==> src/rtl/if_id_queue_pkg.sv <==
// Shared CPU definitions: ALU opcodes plus the fetch/decode queue entry type.
package if_id_queue_pkg;

  // Default number of entries held between fetch and decode.
  localparam int unsigned IfIdDepth = 4;

  typedef enum logic [3:0] {
    AluAdd  = 4'd0,
    AluSub  = 4'd1,
    AluAnd  = 4'd2,
    AluOr   = 4'd3,
    AluXor  = 4'd4,
    AluNor  = 4'd5,
    AluSlt  = 4'd6,
    AluSltu = 4'd7,
    AluSll  = 4'd8,
    AluSrl  = 4'd9,
    AluSra  = 4'd10,
    AluLui  = 4'd11
  } alu_op_e;

  // One fetched instruction travelling from IF to ID.
  typedef struct packed {
    logic [31:0] pc;
    logic [31:0] ins;
    logic        adel;
  } entry_t;

endpackage

==> src/rtl/if_id_queue_if.sv <==
// Fetch-to-decode handshake bundle, including the flush controls and occupancy.
interface if_id_queue_if
  import if_id_queue_pkg::*;
#(
  parameter int unsigned DEPTH = IfIdDepth
);
  localparam int unsigned CntW = $clog2(DEPTH) + 1;

  logic            push_valid;
  logic            push_ready;
  logic [31:0]     push_pc;
  logic [31:0]     push_ins;
  logic            push_adel;
  logic            out_valid;
  logic            out_ready;
  logic [31:0]     out_pc;
  logic [31:0]     out_ins;
  logic            out_adel;
  logic            exc_flush;
  logic            br_flush;
  logic [CntW-1:0] count;

  // Pipeline side: fetch pushes, decode pops and issues flushes.
  modport master (
    output push_valid, push_pc, push_ins, push_adel, out_ready, exc_flush, br_flush,
    input  push_ready, out_valid, out_pc, out_ins, out_adel, count
  );

  // Queue side.
  modport slave (
    input  push_valid, push_pc, push_ins, push_adel, out_ready, exc_flush, br_flush,
    output push_ready, out_valid, out_pc, out_ins, out_adel, count
  );

endinterface

==> src/rtl/if_id_queue.sv <==
// Circular instruction queue between fetch and decode with branch delay-slot
// retention and exception flush.
module if_id_queue
  import if_id_queue_pkg::*;
#(
  parameter int unsigned DEPTH = IfIdDepth
) (
  input  logic         clk,
  input  logic         rst,
  if_id_queue_if.slave bus
);

  localparam int unsigned PtrW = $clog2(DEPTH);
  localparam int unsigned CntW = PtrW + 1;

  typedef enum logic {
    StNormal,
    StWaitDs
  } state_e;

  state_e          state_q, state_d;
  logic [PtrW-1:0] head_q, head_d;
  logic [PtrW-1:0] tail_q, tail_d;
  logic [CntW-1:0] count_q, count_d;
  entry_t          mem [DEPTH];
  entry_t          push_entry;
  entry_t          head_entry;
  logic            wr_en;
  logic            push;
  logic            pop;

  assign push_entry = '{pc: bus.push_pc, ins: bus.push_ins, adel: bus.push_adel};
  assign head_entry = mem[head_q];

  assign bus.push_ready = (count_q < CntW'(DEPTH));
  assign bus.out_valid  = (count_q != '0);
  assign bus.count      = count_q;
  assign push           = bus.push_valid && bus.push_ready;
  assign pop            = bus.out_valid && bus.out_ready;

  // Head entry is zeroed when empty so decode never sees stale storage.
  always_comb begin
    bus.out_pc   = '0;
    bus.out_ins  = '0;
    bus.out_adel = 1'b0;
    if (bus.out_valid) begin
      bus.out_pc   = head_entry.pc;
      bus.out_ins  = head_entry.ins;
      bus.out_adel = head_entry.adel;
    end
  end

  // Next pointers, occupancy and state; exception beats branch beats plain push/pop.
  always_comb begin
    head_d  = head_q;
    tail_d  = tail_q;
    count_d = count_q;
    state_d = state_q;
    wr_en   = 1'b0;
    if (bus.exc_flush) begin
      head_d  = '0;
      tail_d  = '0;
      count_d = '0;
      state_d = StNormal;
    end else if (bus.br_flush && pop) begin
      if (count_q > CntW'(1)) begin
        // Entry behind the branch is its delay slot; drop everything younger.
        head_d  = head_q + PtrW'(1);
        tail_d  = head_q + PtrW'(2);
        count_d = CntW'(1);
        state_d = StNormal;
      end else if (push) begin
        // Queue drains this cycle; the word arriving now is the delay slot.
        wr_en   = 1'b1;
        head_d  = tail_q;
        tail_d  = tail_q + PtrW'(1);
        count_d = CntW'(1);
        state_d = StNormal;
      end else begin
        // Delay slot not fetched yet; the next accepted push will be it.
        head_d  = head_q + PtrW'(1);
        tail_d  = head_q + PtrW'(1);
        count_d = '0;
        state_d = StWaitDs;
      end
    end else begin
      if (push) begin
        wr_en  = 1'b1;
        tail_d = tail_q + PtrW'(1);
      end
      if (pop) begin
        head_d = head_q + PtrW'(1);
      end
      count_d = count_q + CntW'(push) - CntW'(pop);
      if (state_q == StWaitDs && push) begin
        state_d = StNormal;
      end
    end
  end

  // Control state; async reset empties the queue without waiting for a clock.
  always_ff @(posedge clk or posedge rst) begin
    if (rst) begin
      state_q <= StNormal;
      head_q  <= '0;
      tail_q  <= '0;
      count_q <= '0;
    end else begin
      state_q <= state_d;
      head_q  <= head_d;
      tail_q  <= tail_d;
      count_q <= count_d;
    end
  end

  // Storage array; contents are only meaningful below count, so no reset.
  always_ff @(posedge clk) begin
    if (wr_en) begin
      mem[tail_q] <= push_entry;
    end
  end

  // A branch flush is only meaningful on the cycle its instruction leaves the queue.
  br_flush_needs_pop : assert property (
    @(posedge clk) disable iff (rst) (bus.br_flush && !bus.exc_flush) |-> pop
  );

endmodule

==> src/flat_wrapper.sv <==
// flat-port wrapper written by rule: the top's interface ports become plain ports
module if_id_queue_flat import if_id_queue_pkg::*;
#(
  parameter int unsigned DEPTH = IfIdDepth
)
  (clk, rst, bus_push_valid, bus_push_pc, bus_push_ins, bus_push_adel, bus_out_ready, bus_exc_flush, bus_br_flush, bus_push_ready, bus_out_valid, bus_out_pc, bus_out_ins, bus_out_adel, bus_count);
  if_id_queue_if #(.DEPTH(DEPTH)) bus_i ();
  input  logic clk;
  input  logic rst;
  input wire logic [$bits(bus_i.push_valid)-1:0] bus_push_valid;
  input wire logic [$bits(bus_i.push_pc)-1:0] bus_push_pc;
  input wire logic [$bits(bus_i.push_ins)-1:0] bus_push_ins;
  input wire logic [$bits(bus_i.push_adel)-1:0] bus_push_adel;
  input wire logic [$bits(bus_i.out_ready)-1:0] bus_out_ready;
  input wire logic [$bits(bus_i.exc_flush)-1:0] bus_exc_flush;
  input wire logic [$bits(bus_i.br_flush)-1:0] bus_br_flush;
  output wire logic [$bits(bus_i.push_ready)-1:0] bus_push_ready;
  output wire logic [$bits(bus_i.out_valid)-1:0] bus_out_valid;
  output wire logic [$bits(bus_i.out_pc)-1:0] bus_out_pc;
  output wire logic [$bits(bus_i.out_ins)-1:0] bus_out_ins;
  output wire logic [$bits(bus_i.out_adel)-1:0] bus_out_adel;
  output wire logic [$bits(bus_i.count)-1:0] bus_count;
  assign bus_i.push_valid = bus_push_valid;
  assign bus_i.push_pc = bus_push_pc;
  assign bus_i.push_ins = bus_push_ins;
  assign bus_i.push_adel = bus_push_adel;
  assign bus_i.out_ready = bus_out_ready;
  assign bus_i.exc_flush = bus_exc_flush;
  assign bus_i.br_flush = bus_br_flush;
  assign bus_push_ready = bus_i.push_ready;
  assign bus_out_valid = bus_i.out_valid;
  assign bus_out_pc = bus_i.out_pc;
  assign bus_out_ins = bus_i.out_ins;
  assign bus_out_adel = bus_i.out_adel;
  assign bus_count = bus_i.count;
  if_id_queue #(.DEPTH(DEPTH)) u_core (.clk(clk), .rst(rst), .bus(bus_i));
endmodule
==> config.mk <==
export PLATFORM = sky130hd
export DESIGN_NAME = if_id_queue_flat
export DESIGN_NICKNAME = d
export VERILOG_FILES = /design/src/rtl/if_id_queue_pkg.sv /design/src/rtl/if_id_queue_if.sv /design/src/rtl/if_id_queue.sv /design/src/flat_wrapper.sv
export SDC_FILE = /design/constraint.sdc
export NUM_CORES = 1
export LEC_CHECK = 0
export ABC_AREA = 1
export BUFFER_PORTS_ARGS = -buffer_cell sky130_fd_sc_hd__buf_2
export CAP_MARGIN = 20
export CORE_MARGIN = 1.5
export CORE_UTILIZATION = 25
export DETAILED_ROUTE_END_ITERATION = 8
export PLACE_DENSITY = 0.38
export RECOVER_POWER = 50
export SYNTH_ARGS = -nofsm -noshare
export SYNTH_HDL_FRONTEND = slang
export SYNTH_SLANG_ARGS = --single-unit
==> constraint.sdc <==
create_clock -name clk -period 9.1 [get_ports clk]
set_input_delay 2.73 -clock clk [delete_from_list [all_inputs] [get_ports clk]]
set_output_delay 2.73 -clock clk [all_outputs]
set_load 0.02 [all_outputs]
==> flow_summary.html, run 1 <==
<table>
<tr><th>Metric</th><th>Value</th></tr>
<tr><th colspan="2">Pwr</th></tr>
<tr><td>Portion of total power attributed to combinational logic</td><td>31.7%</td></tr>
<tr><td>LEAKAGE</td><td>4.407 nW</td></tr>
<tr><td>Internal power</td><td>2.499 mW</td></tr>
<tr><td>Switching pwr</td><td>1.448 mW</td></tr>
<tr><td>Part of the power in registers</td><td>38.5%</td></tr>
<tr><td>Share of total power in the clock network</td><td>29.8%</td></tr>
<tr><td>Switching Fraction</td><td>36.68%</td></tr>
<tr><td>PD cells</td><td>309.5 nW/um^2</td></tr>
<tr><td>Worst IR drop on VDD</td><td>137.0 uV</td></tr>
<tr><th colspan="2">Setup path</th></tr>
<tr><td>Crit Path Max Fanout</td><td>77</td></tr>
<tr><td>Setup crit start kind</td><td>register</td></tr>
<tr><td>Worst path required time</td><td>6.37 ns</td></tr>
<tr><td>Sort of element at the end of the critical path</td><td>output pin</td></tr>
<tr><td>Data arrival at the endpoint of the critical path</td><td>3.52 ns</td></tr>
<tr><td>Reg2reg path depth</td><td>6</td></tr>
<tr><td>Critical path class</td><td>register to output pin</td></tr>
<tr><td>Worst setup slack for register-to-register paths</td><td>5.36 ns</td></tr>
<tr><th colspan="2">Detailed routing</th></tr>
<tr><td>Iter 0 DRT Violations</td><td>324</td></tr>
<tr><td>Vias per cell</td><td>4.325</td></tr>
<tr><td>Number of remaining DRC errors</td><td>0</td></tr>
<tr><td>Antenna viol nets, final</td><td>0</td></tr>
<tr><td>Vias after detailed routing</td><td>6,708</td></tr>
<tr><td>Routed len/inst</td><td>17.99 um</td></tr>
<tr><td>First drt pass iteration count</td><td>4</td></tr>
<tr><td>Total Wirelength</td><td>27,910 um</td></tr>
<tr><th colspan="2">Min path</th></tr>
<tr><td>WHS Path Cells</td><td>2</td></tr>
<tr><td>Class of the most critical hold timing path</td><td>register to register</td></tr>
<tr><th colspan="2">Place</th></tr>
<tr><td>RePlAce Congestion</td><td>0.6718</td></tr>
<tr><td>Count of port buffers added during placement</td><td>140</td></tr>
<tr><td>DPL Wire Length</td><td>14,910 um</td></tr>
<tr><td>Post-placement cell count</td><td>1,492</td></tr>
<tr><td>Worst Setup Slack post-DPL</td><td>3.348 ns</td></tr>
<tr><th colspan="2">GRT</th></tr>
<tr><td>Number of global-route vias before repair</td><td>6,818</td></tr>
<tr><td>First-pass GRT wire length</td><td>41,910 um</td></tr>
<tr><td>Initial antenna violation count</td><td>2</td></tr>
<tr><td>GRT Util Overall</td><td>12.54%</td></tr>
<tr><td>Global route total overflow</td><td>0</td></tr>
<tr><td>Maximum number of pins on one net before global-route repair</td><td>78</td></tr>
<tr><th colspan="2">Logic synthesis</th></tr>
<tr><td>Area contributors post-synth</td><td>edfxtp_1, nor2_1, o21ai_0, a21oi_1, o21ai_1</td></tr>
<tr><td>Library cell with the highest instance count after synthesis</td><td>nor2_1</td></tr>
<tr><td>Net count after synthesis</td><td>931</td></tr>
<tr><td>Total number of yosys warnings</td><td>0</td></tr>
<tr><td>Post-Syn Instances</td><td>853</td></tr>
<tr><td>Share of the synthesized area in the top cell type</td><td>73.34%</td></tr>
<tr><td>Fraction of synthesis flops using an asynchronous set or reset pin</td><td>2.622%</td></tr>
<tr><td>Synthesis-stage register bit count</td><td>267</td></tr>
<tr><td>Mean Syn Cell Area</td><td>12.48 sq um</td></tr>
<tr><td>Seq/Total Area, Yosys</td><td>74.99%</td></tr>
<tr><td>Number of distinct library cell variants in the gate-level netlist after synthesis</td><td>24</td></tr>
<tr><td>EDFF count, synth</td><td>260</td></tr>
<tr><td>List of most frequent post-synthesis cells</td><td>nor2_1, edfxtp_1, o21ai_0, a21oi_1, o21ai_1</td></tr>
<tr><td>Yosys top cell by area</td><td>edfxtp_1</td></tr>
<tr><td>Primary FF master, synth</td><td>edfxtp_1</td></tr>
<tr><td>Synthesized cell area</td><td>10,650 sq um</td></tr>
<tr><th colspan="2">Outcome</th></tr>
<tr><td>Result of the run</td><td>complete, but fails checks</td></tr>
<tr><td>Violations in the final reports</td><td>capacitance limit, slew limit</td></tr>
<tr><th colspan="2">Clocking</th></tr>
<tr><td>Clock buffers created by TritonCTS</td><td>31</td></tr>
<tr><td>Total number of clock tree sinks</td><td>267</td></tr>
<tr><td>Cell at the root of the clock tree</td><td>clkbuf_16</td></tr>
<tr><td>H-tree Lvls</td><td>1</td></tr>
<tr><td>Clock Tree Buf Depth</td><td>3</td></tr>
<tr><td>Clock-pin slew on the worst setup and hold paths</td><td>0.06 ns</td></tr>
<tr><td>Post-CTS resize count</td><td>0</td></tr>
<tr><td>Setup bufs post-CTS</td><td>0</td></tr>
<tr><td>CTS tree</td><td>built</td></tr>
<tr><td>Insertion delay of the later-clocked pin in the worst-skew pair</td><td>0.55 ns</td></tr>
<tr><td>Cts hold-fix bufs</td><td>0</td></tr>
<tr><th colspan="2">Finish</th></tr>
<tr><td>Post-route insts no fill</td><td>1,551</td></tr>
<tr><td># nets final</td><td>1,065</td></tr>
<tr><td># fillers</td><td>4,291</td></tr>
<tr><td>Area added between synthesis and finish</td><td>19.77%</td></tr>
<tr><td>Share of post-route cells with drive strength above 1</td><td>13.85%</td></tr>
<tr><td>Final Core Density</td><td>30.40%</td></tr>
<tr><th colspan="2">Timing</th></tr>
<tr><td>Count of endpoints failing setup in the final report</td><td>0</td></tr>
<tr><td>Number of hold-slack violations in the final timing report</td><td>0</td></tr>
<tr><td>Max-Slew Margin vs Limit</td><td>-37.43%</td></tr>
<tr><td>Period utilization</td><td>68.72%</td></tr>
<tr><td>Transition time at the pin with the least slew margin</td><td>2.061 ns</td></tr>
<tr><td>Maximum frequency from static timing analysis</td><td>159.9 MHz</td></tr>
<tr><td>Post-Route Skew</td><td>0.008067 ns</td></tr>
<tr><td>Setup repair after global routing missed its margin</td><td>no</td></tr>
<tr><td>Number of slew-limit violations in the final report</td><td>46</td></tr>
<tr><td>Final period demand of the worst path</td><td>6.254 ns</td></tr>
<tr><td>Setup tns final</td><td>0 ns</td></tr>
<tr><td>Slack of the critical path</td><td>2.846 ns</td></tr>
<tr><th colspan="2">Floorplanning</th></tr>
<tr><td>Site row count</td><td>75</td></tr>
<tr><td>Starting Density</td><td>25.38%</td></tr>
<tr><td>Vertical die dimension</td><td>209.4 um</td></tr>
<tr><td>Die outline width</td><td>209.4 um</td></tr>
<tr><td>Standard cell core area</td><td>41,950 sq um</td></tr>
<tr><td>Io pins</td><td>141</td></tr>
<tr><td>Area of the die</td><td>43,830 sq um</td></tr>
<tr><th colspan="2">Run</th></tr>
<tr><td>Number of max-cap violations</td><td>2</td></tr>
</table>
## worst max-delay path: stages (launching register included)
cell	delay, ns
dfrtp_4	0.77
inv_4	0.66
buf_4	0.70
o21ai_0	0.19
a21oi_1	0.27
buf_2	0.22
## placed cells by master (no fill, tap or decap), drive strengths merged
cell / n
a21oi: 66
clkinv: 11
clkinvlp: 1
o211ai: 2
nand2: 28
buf: 85
o21bai: 1
ha: 6
edfxtp: 260
o21ai: 131
dfrtp: 7
nand4: 2
bufinv: 2
diode: 1
fa: 1
nand3: 5
nor2: 274
inv: 18
xnor2: 2
clkbuf: 109
## routing by layer
layer	GRT usage [%]	up-vias	routed length, um
met5	0	-	17
met4	2.999	2	500
met3	2.678	42	1505
met2	21.49	135	13580
met1	16.19	3257	12300
li1	-	3272	-
## metrics by stage
stage | hold WS (ns) | total power, mW | cell area, sq um
after detailed placement | 0.6059 | 2.847 | 11850
after floorplan | 0.5411 | 2.375 | 10650
after global placement | 0.6057 | 2.849 | 11850
final | 0.6081 | 3.947 | 12750
after CTS | 0.6142 | 4.044 | 12820
after global routing | 0.6592 | 4.188 | 12750
## power by group through the flow
| stage | registers [mW] | clock network, mW | logic, mW |
|---|---|---|---|
| 5_1_grt | 1.53 | 1.26 | 1.40 |
| 6_report | 1.52 | 1.18 | 1.25 |
| 3_3_place_gp | 1.55 | 0 | 1.30 |
| 2_1_floorplan | 1.52 | 0 | 0.860 |
| 4_1_cts | 1.52 | 1.22 | 1.30 |
| 3_5_place_dp | 1.55 | 0 | 1.30 |
## worst paths after layout
path / from / end
setup / recovery: u_core.head_q[0]$_DFFE_PP0P_ / bus_out_ins[5]
hold / removal: u_core.tail_q[1]$_DFFE_PP0P_ / u_core.tail_q[1]$_DFFE_PP0P_
setup reg to reg: u_core.bus.count[1]$_DFF_PP0_ / u_core.mem[2][5]$_DFFE_PP_
hold reg to reg: u_core.tail_q[1]$_DFFE_PP0P_ / u_core.tail_q[1]$_DFFE_PP0P_
max in group asynchronous: rst / u_core.head_q[0]$_DFFE_PP0P_
min in group asynchronous: rst / u_core.bus.count[0]$_DFF_PP0_
## sequential cells by signal, indices dropped and copies added (netlist names)
| register | cells |
|---|---|
| u_core.mem | 260 |
| u_core.bus.count | 3 |
| u_core.head_q | 2 |
| u_core.tail_q | 2 |
## final cells by class
cell class / instances / area, sq um / share of cell area (%)
inverter: 18 / 70.07 / 0.5496
timing repair buffer: 151 / 718.2 / 5.633
tap: 539 / 674.4 / 5.290
antenna: 1 / 2.502 / 0.01963
sequential: 267 / 7988 / 62.65
clock inverter: 14 / 116.4 / 0.9127
clock buffer: 43 / 850.8 / 6.673
multi-input combinational: 518 / 2330 / 18.27
## cell families after synthesis
| group | after synthesis | share of synthesized area (%) |
|---|---|---|
| fa+ha+maj | 7 | 0.8933 |
| simple gates | 309 | 11.14 |
| flops | 267 | 74.99 |
| buf+inv | 68 | 3.291 |
| xor+xnor | 2 | 0.1646 |
| compound gates | 200 | 9.521 |
(Power assumes the default switching activity.)
==> run 2: changes to the inputs <==
- clock period: 9.1 -> 6.2 ns (I/O delays scaled with it)
==> run 2 against run 1 <==
Against the previous run:
- the flow still finishes with violations (capacitance limit, slew limit)
- utilization fell by 0.089 points
- final cell count fell by 0.13%
- clock skew increased by 0.0072 ns
- clock-buffer cell count is 1 higher
- combinational power increased by 50%
- first-iteration DRC count down 1.2%
- power increased by 45%
- non-clock buffer count rose by 1
- routed wire length is 0.17% lower
- critical endpoint is now bus_out_pc[14]
- largest power group unchanged
- highest routed layer unchanged
==> flow_summary.html, run 2 (synthesis gave the netlist of run 1 again) <==
<table>
<tr><th>Metric</th><th>Value</th></tr>
<tr><th colspan="2">Pwr</th></tr>
<tr><td>Part of the power in registers</td><td>38.8% (+0.3 points)</td></tr>
<tr><td>Switching pwr</td><td>2.133 mW (+47%)</td></tr>
<tr><td>Internal power</td><td>3.608 mW (+44%)</td></tr>
<tr><td>Worst IR drop on VDD</td><td>211.3 uV (+54%)</td></tr>
<tr><td>Switching Fraction</td><td>37.15% (+0.47 points)</td></tr>
<tr><td>LEAKAGE</td><td>4.374 nW (-0.73%)</td></tr>
<tr><td>Portion of total power attributed to combinational logic</td><td>32.6% (+0.9 points)</td></tr>
<tr><td>Share of total power in the clock network</td><td>28.6% (-1.2 points)</td></tr>
<tr><td>PD cells</td><td>451.6 nW/um^2 (+46%)</td></tr>
<tr><th colspan="2">Floorplanning</th></tr>
<tr><td>Io pins</td><td>141 (unchanged)</td></tr>
<tr><td>Area of the die</td><td>43,830 sq um (unchanged)</td></tr>
<tr><td>Die outline width</td><td>209.4 um (unchanged)</td></tr>
<tr><td>Vertical die dimension</td><td>209.4 um (unchanged)</td></tr>
<tr><td>Starting Density</td><td>25.38% (unchanged)</td></tr>
<tr><td>Standard cell core area</td><td>41,950 sq um (unchanged)</td></tr>
<tr><td>Site row count</td><td>75 (unchanged)</td></tr>
<tr><th colspan="2">Clocking</th></tr>
<tr><td>Clock buffers created by TritonCTS</td><td>31 (unchanged)</td></tr>
<tr><td>Cts hold-fix bufs</td><td>0 (unchanged)</td></tr>
<tr><td>Setup bufs post-CTS</td><td>0 (unchanged)</td></tr>
<tr><td>Clock-pin slew on the worst setup and hold paths</td><td>0.06 ns (about the same)</td></tr>
<tr><td>Post-CTS resize count</td><td>0 (unchanged)</td></tr>
<tr><td>Clock Tree Buf Depth</td><td>3 (unchanged)</td></tr>
<tr><td>CTS tree</td><td>built</td></tr>
<tr><td>Insertion delay of the later-clocked pin in the worst-skew pair</td><td>0.56 ns (about the same)</td></tr>
<tr><td>Total number of clock tree sinks</td><td>267 (unchanged)</td></tr>
<tr><td>H-tree Lvls</td><td>1 (unchanged)</td></tr>
<tr><td>Cell at the root of the clock tree</td><td>clkbuf_16</td></tr>
<tr><th colspan="2">Place</th></tr>
<tr><td>DPL Wire Length</td><td>15,380 um (+3.1%)</td></tr>
<tr><td>Count of port buffers added during placement</td><td>140 (unchanged)</td></tr>
<tr><td>RePlAce Congestion</td><td>0.6807 (+1.3%)</td></tr>
<tr><td>Worst Setup Slack post-DPL</td><td>1.698 ns (-1.650 ns)</td></tr>
<tr><th colspan="2">Setup path</th></tr>
<tr><td>Crit path top cell by count</td><td>nor2_1</td></tr>
<tr><td>Critical path class</td><td>register to output pin</td></tr>
<tr><td>Slowest cell on the critical path</td><td>dfrtp_4</td></tr>
<tr><td>Worst path required time</td><td>4.34 ns (-2.03 ns)</td></tr>
<tr><td>Crit Path Max Fanout</td><td>69 (-10%)</td></tr>
<tr><td>Data arrival at the endpoint of the critical path</td><td>3.19 ns (-0.33 ns)</td></tr>
<tr><td>Reg2Reg Launch Point</td><td>u_core.bus.count[1]$_DFF_PP0_</td></tr>
<tr><td>Setup crit start</td><td>u_core.head_q[0]$_DFFE_PP0P_</td></tr>
<tr><td>Largest stage delay on the critical path</td><td>0.93 ns (+0.16 ns)</td></tr>
<tr><td>Setup crit start kind</td><td>register</td></tr>
<tr><td>Sort of element at the end of the critical path</td><td>output pin</td></tr>
<tr><td>Cells along the critical path</td><td>buf_4 &gt; nor2_1 &gt; nor2_1 &gt; o21ai_0 &gt; a21oi_1 &gt; buf_2</td></tr>
<tr><th colspan="2">GRT</th></tr>
<tr><td>First-pass GRT wire length</td><td>42,320 um (+0.99%)</td></tr>
<tr><td>Number of global-route vias before repair</td><td>6,859 (+0.60%)</td></tr>
<tr><td>Maximum number of pins on one net before global-route repair</td><td>70 (-10%)</td></tr>
<tr><td>Global route total overflow</td><td>0 (unchanged)</td></tr>
<tr><td>GRT Util Overall</td><td>12.72% (+0.18 points)</td></tr>
<tr><td>Initial antenna violation count</td><td>1 (-1)</td></tr>
<tr><th colspan="2">Finish</th></tr>
<tr><td>Register with the most flip-flops</td><td>u_core.mem</td></tr>
<tr><td>Most frequent cells in the layout</td><td>nor2_1, edfxtp_1, clkbuf_1, buf_2, o21ai_0</td></tr>
<tr><td># fillers</td><td>4,297 (+0.14%)</td></tr>
<tr><td>Share of post-route cells with drive strength above 1</td><td>13.17% (-0.68 points)</td></tr>
<tr><td>Most frequent standard cell in the layout excluding fill and tap cells</td><td>nor2_1</td></tr>
<tr><td># nets final</td><td>1,066 (+0.094%)</td></tr>
<tr><td>ANT cells</td><td>0 (-1)</td></tr>
<tr><td>Number of flip-flops in the largest register</td><td>260 (unchanged)</td></tr>
<tr><td>Area added between synthesis and finish</td><td>19.42%</td></tr>
<tr><th colspan="2">Timing</th></tr>
<tr><td>Max-Slew Margin vs Limit</td><td>-39.25% (-1.8 points)</td></tr>
<tr><td>Transition time at the pin with the least slew margin</td><td>2.089 ns (+0.02731 ns)</td></tr>
<tr><td>Post-Route Skew</td><td>0.01531 ns (+0.007245 ns)</td></tr>
<tr><td>Worst Hold Margin</td><td>0.6077 ns (-0.0004610 ns)</td></tr>
<tr><td>Period utilization</td><td>81.41%</td></tr>
<tr><td>Final period demand of the worst path</td><td>5.047 ns</td></tr>
<tr><td>Count of endpoints failing setup in the final report</td><td>0 (unchanged)</td></tr>
<tr><td>Setup repair after global routing missed its margin</td><td>no</td></tr>
<tr><td>Slack of the critical path</td><td>1.153 ns (-1.693 ns)</td></tr>
<tr><td>Number of slew-limit violations in the final report</td><td>57 (+24%)</td></tr>
<tr><td>Number of hold-slack violations in the final timing report</td><td>0 (unchanged)</td></tr>
<tr><td>Setup tns final</td><td>0 ns (unchanged)</td></tr>
<tr><td>Maximum frequency from static timing analysis</td><td>198.1 MHz</td></tr>
<tr><th colspan="2">Detailed routing</th></tr>
<tr><td>Antenna viol nets, final</td><td>0 (unchanged)</td></tr>
<tr><td>Vias per cell</td><td>4.334 (+0.20%)</td></tr>
<tr><td>Iter 0 DRT Violations</td><td>320 (-1.2%)</td></tr>
<tr><td>Number of remaining DRC errors</td><td>0 (unchanged)</td></tr>
<tr><td>Total Wirelength</td><td>27,860 um (-0.17%)</td></tr>
<tr><td>Vias after detailed routing</td><td>6,713 (+0.075%)</td></tr>
<tr><td>Routed len/inst</td><td>17.99 um (about the same)</td></tr>
<tr><td>First drt pass iteration count</td><td>4 (unchanged)</td></tr>
<tr><th colspan="2">Min path</th></tr>
<tr><td>HP Start</td><td>u_core.tail_q[1]$_DFFE_PP0P_</td></tr>
<tr><td>Class of the most critical hold timing path</td><td>register to register</td></tr>
<tr><th colspan="2">Run</th></tr>
<tr><td>Number of max-cap violations</td><td>2 (unchanged)</td></tr>
<tr><th colspan="2">Outcome</th></tr>
<tr><td>Result of the run</td><td>complete, but fails checks</td></tr>
<tr><td>Violations in the final reports</td><td>capacitance limit, slew limit</td></tr>
</table>
run 2: cell types whose count changed in the layout (fill, tap and decap cells not counted), sizes merged:
| cell | delta |
|---|---|
| clkinvlp | -1 |
| clkbuf | +2 |
| inv | +2 |
| diode | -1 |
| clkinv | -3 |
| bufinv | -1 |
run 2: power by group through the flow:
| stage | logic, mW | registers (mW) | clock network (mW) |
|---|---|---|---|
| finish | 1.87 | 2.23 | 1.64 |
| global route | 2.08 | 2.24 | 1.77 |
| CTS | 1.96 | 2.23 | 1.70 |
| detailed placement | 1.95 | 2.26 | 0 |
| global placement | 1.96 | 2.26 | 0 |
| floorplan | 1.26 | 2.22 | 0 |
run 2: final timing paths:
kind / depth (start not counted) / end / slack [ns]
max: 6 / bus_out_pc[14] / 1.15
min: 2 / u_core.tail_q[1]$_DFFE_PP0P_ / 0.61
min reg2reg: 2 / u_core.tail_q[1]$_DFFE_PP0P_ / 0.61
max in group asynchronous: 2 / u_core.head_q[0]$_DFFE_PP0P_ / 4.66
max reg2reg: 5 / u_core.mem[0][50]$_DFFE_PP_ / 2.87
min in group asynchronous: 2 / u_core.head_q[0]$_DFFE_PP0P_ / 1.26
run 2: layout make-up:
type	instances	area, sq um	area share [%]
clock inverters	11	78.83	0.6201
inverters	18	70.07	0.5512
repair buffers	152	739.5	5.817
well taps	539	674.4	5.305
multi-input cells	518	2337	18.39
clock buffers	44	824.5	6.486
flip-flops and latches	267	7988	62.83
run 2: metrics by stage:
stage	power (mW)	instance area, sq um	util [%]	instances
6_report	5.741	12710	30.31	1549
5_1_grt	6.091	12710	30.31	1549
3_5_place_dp	4.218	11900	28.38	1494
4_1_cts	5.889	12810	30.53	1549
2_1_floorplan	3.486	10650	-	853
3_3_place_gp	4.220	11900	28.38	1494
run 2: critical path: cells and delay by family (launching register included):
kind | cells | cell delay, ns
simple gates | 2 | 0.21
compound gates | 2 | 0.40
flops | 1 | 0.93
buf+inv | 2 | 0.96
run 2: metal layers:
metal,wire length [um],vias to the layer above,GRT usage [%]
met5,13,-,0
met1,12580,3281,16.39
met2,13550,123,21.93
met3,1182,36,2.589
met4,540,2,2.999
li1,-,3271,-
